===== src/rtl/instr_fetch_queue.sv =====
// Instruction fetch queue: issues one word read per cycle while there is room, and buffers the
// returning words with their PCs in a small circular queue that the decode stage drains.
module instr_fetch_queue #(
  parameter int MEM_ADDR_W = 10,
  parameter int DEPTH      = 2
) (
  input  logic                  clk,
  input  logic                  rst,
  input  logic                  i_fetch_en,
  input  logic [31:0]           i_pc,
  output logic                  o_pc_adv,
  output logic [31:0]           o_pc_next,
  output logic                  o_imem_en,
  output logic [MEM_ADDR_W-1:0] o_imem_addr,
  input  logic [31:0]           i_imem_data,
  input  logic                  i_flush,
  output logic                  o_valid,
  input  logic                  i_ready,
  output logic [31:0]           o_instr,
  output logic [31:0]           o_instr_pc,
  output logic [31:0]           o_instr_pc4
);

  localparam int PTR_W = (DEPTH > 1) ? $clog2(DEPTH) : 1;
  localparam int CNT_W = $clog2(DEPTH + 1);
  localparam logic [CNT_W:0] DEPTH_V = (CNT_W + 1)'(DEPTH);

  logic [PTR_W-1:0] head;
  logic [PTR_W-1:0] tail;
  logic [CNT_W-1:0] count;
  logic             inflight;
  logic [31:0]      tag;

  logic [31:0] instr_mem [DEPTH];
  logic [31:0] pc_mem    [DEPTH];

  logic           pop;
  logic           push;
  logic           issue;
  logic [CNT_W:0] occupancy;

  assign pop  = o_valid & i_ready;
  assign push = inflight & ~i_flush;

  // Entries already queued plus the one still in memory, less the one leaving this edge.
  assign occupancy = {1'b0, count} + (CNT_W + 1)'(inflight) - (CNT_W + 1)'(pop);

  // NOTE: rst gates the combinational strobe so no fetch can be signalled while reset is held,
  // even though the registers themselves are already cleared.
  assign issue = rst & i_fetch_en & ~i_flush & (occupancy < DEPTH_V);

  assign o_imem_en   = issue;
  assign o_pc_adv    = issue;
  assign o_pc_next   = i_pc + 32'd4;
  assign o_imem_addr = i_pc[MEM_ADDR_W+1:2];

  assign o_valid     = (count != '0);
  assign o_instr     = instr_mem[head];
  assign o_instr_pc  = pc_mem[head];
  assign o_instr_pc4 = pc_mem[head] + 32'd4;

  // NOTE: all control state uses non-blocking assignments so every register sees the
  // pre-edge values of its neighbours, regardless of statement order.
  always_ff @(posedge clk or negedge rst) begin
    if (!rst) begin
      head     <= '0;
      tail     <= '0;
      count    <= '0;
      inflight <= 1'b0;
      tag      <= '0;
    end else if (i_flush) begin
      head     <= '0;
      tail     <= '0;
      count    <= '0;
      inflight <= 1'b0;
    end else begin
      if (push) tail <= tail + PTR_W'(1);
      if (pop)  head <= head + PTR_W'(1);
      count    <= count + CNT_W'(push) - CNT_W'(pop);
      inflight <= issue;
      if (issue) tag <= i_pc;
    end
  end

  // NOTE: queue storage is deliberately not reset; o_valid (count) alone decides whether the
  // head entry means anything, so stale contents are never observed.
  always_ff @(posedge clk) begin
    if (push) begin
      instr_mem[tail] <= i_imem_data;
      pc_mem[tail]    <= tag;
    end
  end

endmodule

===== config.mk =====
export PLATFORM = sky130hd
export DESIGN_NAME = instr_fetch_queue
export DESIGN_NICKNAME = d
export VERILOG_FILES = /design/src/rtl/instr_fetch_queue.sv
export SDC_FILE = /design/constraint.sdc
export NUM_CORES = 1
export LEC_CHECK = 0
export ABC_AREA = 1
export CAP_MARGIN = 30
export CORE_MARGIN = 10
export CORE_UTILIZATION = 45
export DETAILED_ROUTE_END_ITERATION = 10
export GPL_ROUTABILITY_DRIVEN = 0
export PLACE_DENSITY = 0.75
export REMOVE_ABC_BUFFERS = 1
export SLEW_MARGIN = 10
export SYNTH_ARGS = -nofsm -noshare
export SYNTH_HDL_FRONTEND = slang
export SYNTH_SLANG_ARGS = --single-unit

===== constraint.sdc =====
create_clock -name clk -period 4.4 [get_ports clk]
set_input_delay 0.88 -clock clk [delete_from_list [all_inputs] [get_ports clk]]
set_output_delay 0.88 -clock clk [all_outputs]
set_load 0.02 [all_outputs]

==> impl_metrics.csv, run 1 <==
group,metric,value,unit
global_route,grt_pass1_vias,6103,
floorplanning,fp.dieH,153,µm
global_route,antenna_found_initial,0,
sta,final_max_slew_viol_count,0,
yosys,synth.avg_cell_area,9.62,µm²
yosys,netlist_instances,832,
yosys,synth_warnings,0,
setup_path,worstRegToRegCells,10,
global_route,gr-max-usage-layer,"met2",
yosys,most_common_flop_cell_mapped_by_yosys,"edfxtp_1",
sta,setup_viol_count_final,0,
yosys,synthDominantAreaCellType,"edfxtp_1",
yosys,synth_compound_area_share,1.69,%
global_route,globalRouteMet3Util,5.16,%
clock_tree,cts_sinks,165,
hold_path,holdCritPathClass,"flop to flop",
run,max_cap_viol_count,0,
routing,drt_first_pass_iters,5,
yosys,portion_of_synthesized_cell_area_occupied_by_the_leading_cell_type,48.0,%
run_status,outcome,"finished clean",
setup_path,cp_data_required_time,3.52,ns
hold_path,start_point_of_the_worst_min_delay_path,"tag[8]$_DFFE_PN0P_",
clock_tree,worstSkewPairLatency,0.42,ns
setup_path,setup.worst_path.end_class,"output port",
floorplanning,die_width,153,µm
yosys,yosys.area_share.xor_xnor,4.93,%
sta,fin_crit_sh,94.4,%
routing,remaining_drc_errors,0,
pwr,p_per_area,480,mW/mm²
yosys,synth-seq-cells,165,
clock_tree,postCtsSetupRepairBufs,0,
floorplanning,placeableCoreArea,0.0174,mm²
placement,detailedPlacementHpwl,15900,µm
yosys,synth_top_family_by_area,"simple AND/OR/NAND/NOR gates",
sta,hold_slack,0.470,ns
sta,final-hold-violation-count,0,
global_route,gr-usage-met1,21.7,%
clock_tree,clkTransAtPathRegs,0.07,ns
routing,wl_per_cell,16.8,µm
final_layout,drive_gt1_share,11.1,%
sta,worst_clock_skew,0.00889,ns
yosys,synth-edff-count,128,
global_route,maximum_number_of_pins_on_one_net_before_global_route_repair,65,
final_layout,area_growth_synth_to_finish,35.2,%
yosys,synth.area.top_cells,"edfxtp_1 (48%), nand2_1 (16%), dfrtp_1 (12%), xor2_1 (4.2%), nand2_2 (2.7%)",
setup_path,critical_path.startpoint_type,"input pin",
clock_tree,cts_root_buf,"clkbuf_16",
clock_tree,post_cts_hold_buffer_count,0,
floorplanning,floorplan.rows,48,
placement,dp.cells,1241,
final_layout,antenna-diode-count,0,
floorplanning,initial_utilization,46.1,%
yosys,synth-async-reset-ratio,22.4,%
yosys,synthMuxAreaShare,0,%
yosys,synthDistinctLibCells,29,
setup_path,critPathMaxFanout,5,
routing,routed-via-count,6122,
final_layout,fin_nets,1109,
sta,slew-limit-headroom,41.6,%
clock_tree,tritoncts,"built",
pwr,ir_drop,288,µV
final_layout,fin_area,0.0108,mm²
placement,postPlaceCellArea,0.0102,mm²
setup_path,r2r_setup_slk,1.87,ns
yosys,yosys.cell_count.top_type,"nand2_1",
setup_path,crit_type,"input pin to output port",
floorplanning,ioPinCount,210,
setup_path,crit_arrival,3.27,ns
clock_tree,cts-resized-gates,0,
global_route,grt_util_met2,29.1,%
sta,fin_setup_tns,0,ns
yosys,synth.cell_area,0.00800,mm²
hold_path,hold-path-cell-count,0,
yosys,synth.yosys.seq_area_share,59.6,%
floorplanning,dieArea,0.0235,mm²
clock_tree,cts_made_buffers,17,
yosys,yosys.area_share.simple,27.2,%
setup_path,reg2reg_to,"tag[28]$_DFFE_PN0P_",
hold_path,whs_endpoint,"pc_mem[0][8]$_DFFE_PP_",
global_route,grt_first_pass_wirelength,33100,µm
sta,worst-slew-pin-transition,0.876,ns
yosys,synth_adder_area_share,0.876,%
routing,via_per_inst,4.81,
clock_tree,clk_path_buf_depth,2,
placement,portBuffers,209,
routing,drt_wl_total,21300,µm
routing,initialDrtViolationCount,391,
global_route,gr-total-overflow,0,
sta,fmaxAchievable,0.241,GHz
pwr,power_leakage,4.41,nW
sta,layout_min_cycle_time,4.15,ns
sta,setup_repair_after_global_routing_missed_its_margin,"no",
final_layout,layout.cells.non_filler,1273,
global_route,grt.total_usage,17.6,%
clock_tree,htreeDepth,4,
setup_path,worstReg2RegStart,"count[1]$_DFF_PN0_",
routing,drt.antenna.violating_nets,0,
yosys,ys_top_cells_by_count,"nand2_1 (333), edfxtp_1 (128), inv_1 (56), nor2_1 (51), xor2_1 (38)",
==> area by class of cell <==
class	count	area, µm²
fill	1471	6540
sequential	165	4770
multi-input combinational	573	2790
timing repair buffer	219	2160
clock buffer	20	447
tap	225	282
inverter	59	221
clock inverter	12	144
==> sequential cells by signal (all words and copies together), names as in the netlist <==
| register | cells |
|---|---|
| pc_mem | 64 |
| instr_mem | 64 |
| tag | 32 |
| inflight | 1 |
| head | 1 |
| tail | 1 |
| count | 2 |
==> report_power, final <==
part | internal, mW | switching (mW)
Clock | 0.863 | 0.610
Combinational | 0.645 | 0.958
Sequential | 1.96 | 0.159
==> logic make-up after synthesis <==
logic type	after synthesis
simple gates	496
buf+inv	94
compound gates	27
flops	165
xor+xnor	45
fa+ha+maj	5
==> worst max-delay path by stage <==
stage          slack [ns]     from                   endpoint
6_report             0.25  i_pc[2]              o_pc_next[24]
4_1_cts              0.24  i_pc[2]              o_pc_next[24]
3_3_place_gp         0.34  i_ready                   o_pc_adv
5_1_grt              0.04  i_pc[3]              o_pc_next[24]
3_5_place_dp         0.26  i_pc[4]              o_pc_next[25]
2_1_floorplan        0.18  i_flush  instr_mem[0][0]$_DFFE_PP_
==> layout by cell type (no fill, tap or decap), types with 3 or more instances in the layout <==
cell type        synthesis  layout
inv_6                    0       4
dfrtp_1                 37      36
nand3_1                 23      23
nor2_1                  51      49
xor2_1                  38      38
buf_4                   18      10
ha_1                     4       4
o21ai_0                 25      25
nand4_1                  4       4
nor3_1                  14      14
nand2_1                333     333
nor2_2                  17      17
nand2_2                 35      35
xnor2_1                  7       7
nand2_4                  7       7
nor2_4                   8      10
inv_2                    3       3
edfxtp_1               128     128
clkdlybuf4s50_1          0     208
clkbuf_16                0      17
inv_1                   56      56
==> stage by stage <==
stage | worst slack [ns] | power (mW) | utilization [%]
4_1_cts | 0.238 | 5.23 | 62.3
5_1_grt | 0.0399 | 5.46 | 62.3
3_5_place_dp | 0.262 | 3.76 | 58.9
3_3_place_gp | 0.341 | 3.72 | 58.9
2_1_floorplan | 0.177 | 2.95 | -
6_report | 0.246 | 5.19 | 62.3
==> metal layers <==
layer  part of all wire [%]  routed length (µm)  vias up
met4                    1.4                 308        0
met3                    7.2                1530       24
met1                     43                9130     2850
met2                     49               10400      194
met5                      0                   0        -
li1                       -                   -     3054
==> worst max-delay path: stages <==
cell and delay, ns:
clkdlybuf4s50_1 0.53, ha_1 0.22, nand3_1 0.16, nor2_1 0.18
nand2_1 0.16, nor2_1 0.20, nand3_1 0.13, xor2_1 0.18
clkdlybuf4s50_1 0.63
Power figures use the tool's default switching activity.
==> inputs of run 2 (changes only) <==
--- a/config.mk
+++ b/config.mk
@@ -9,6 +9,7 @@
 export CAP_MARGIN = 30
 export CORE_MARGIN = 10
 export CORE_UTILIZATION = 45
+export CTS_CLUSTER_SIZE = 12
 export DETAILED_ROUTE_END_ITERATION = 10
 export GPL_ROUTABILITY_DRIVEN = 0
 export PLACE_DENSITY = 0.75
==> results of run 2 <==
The final DEF is identical to that of run 1; final timing and power are the same.
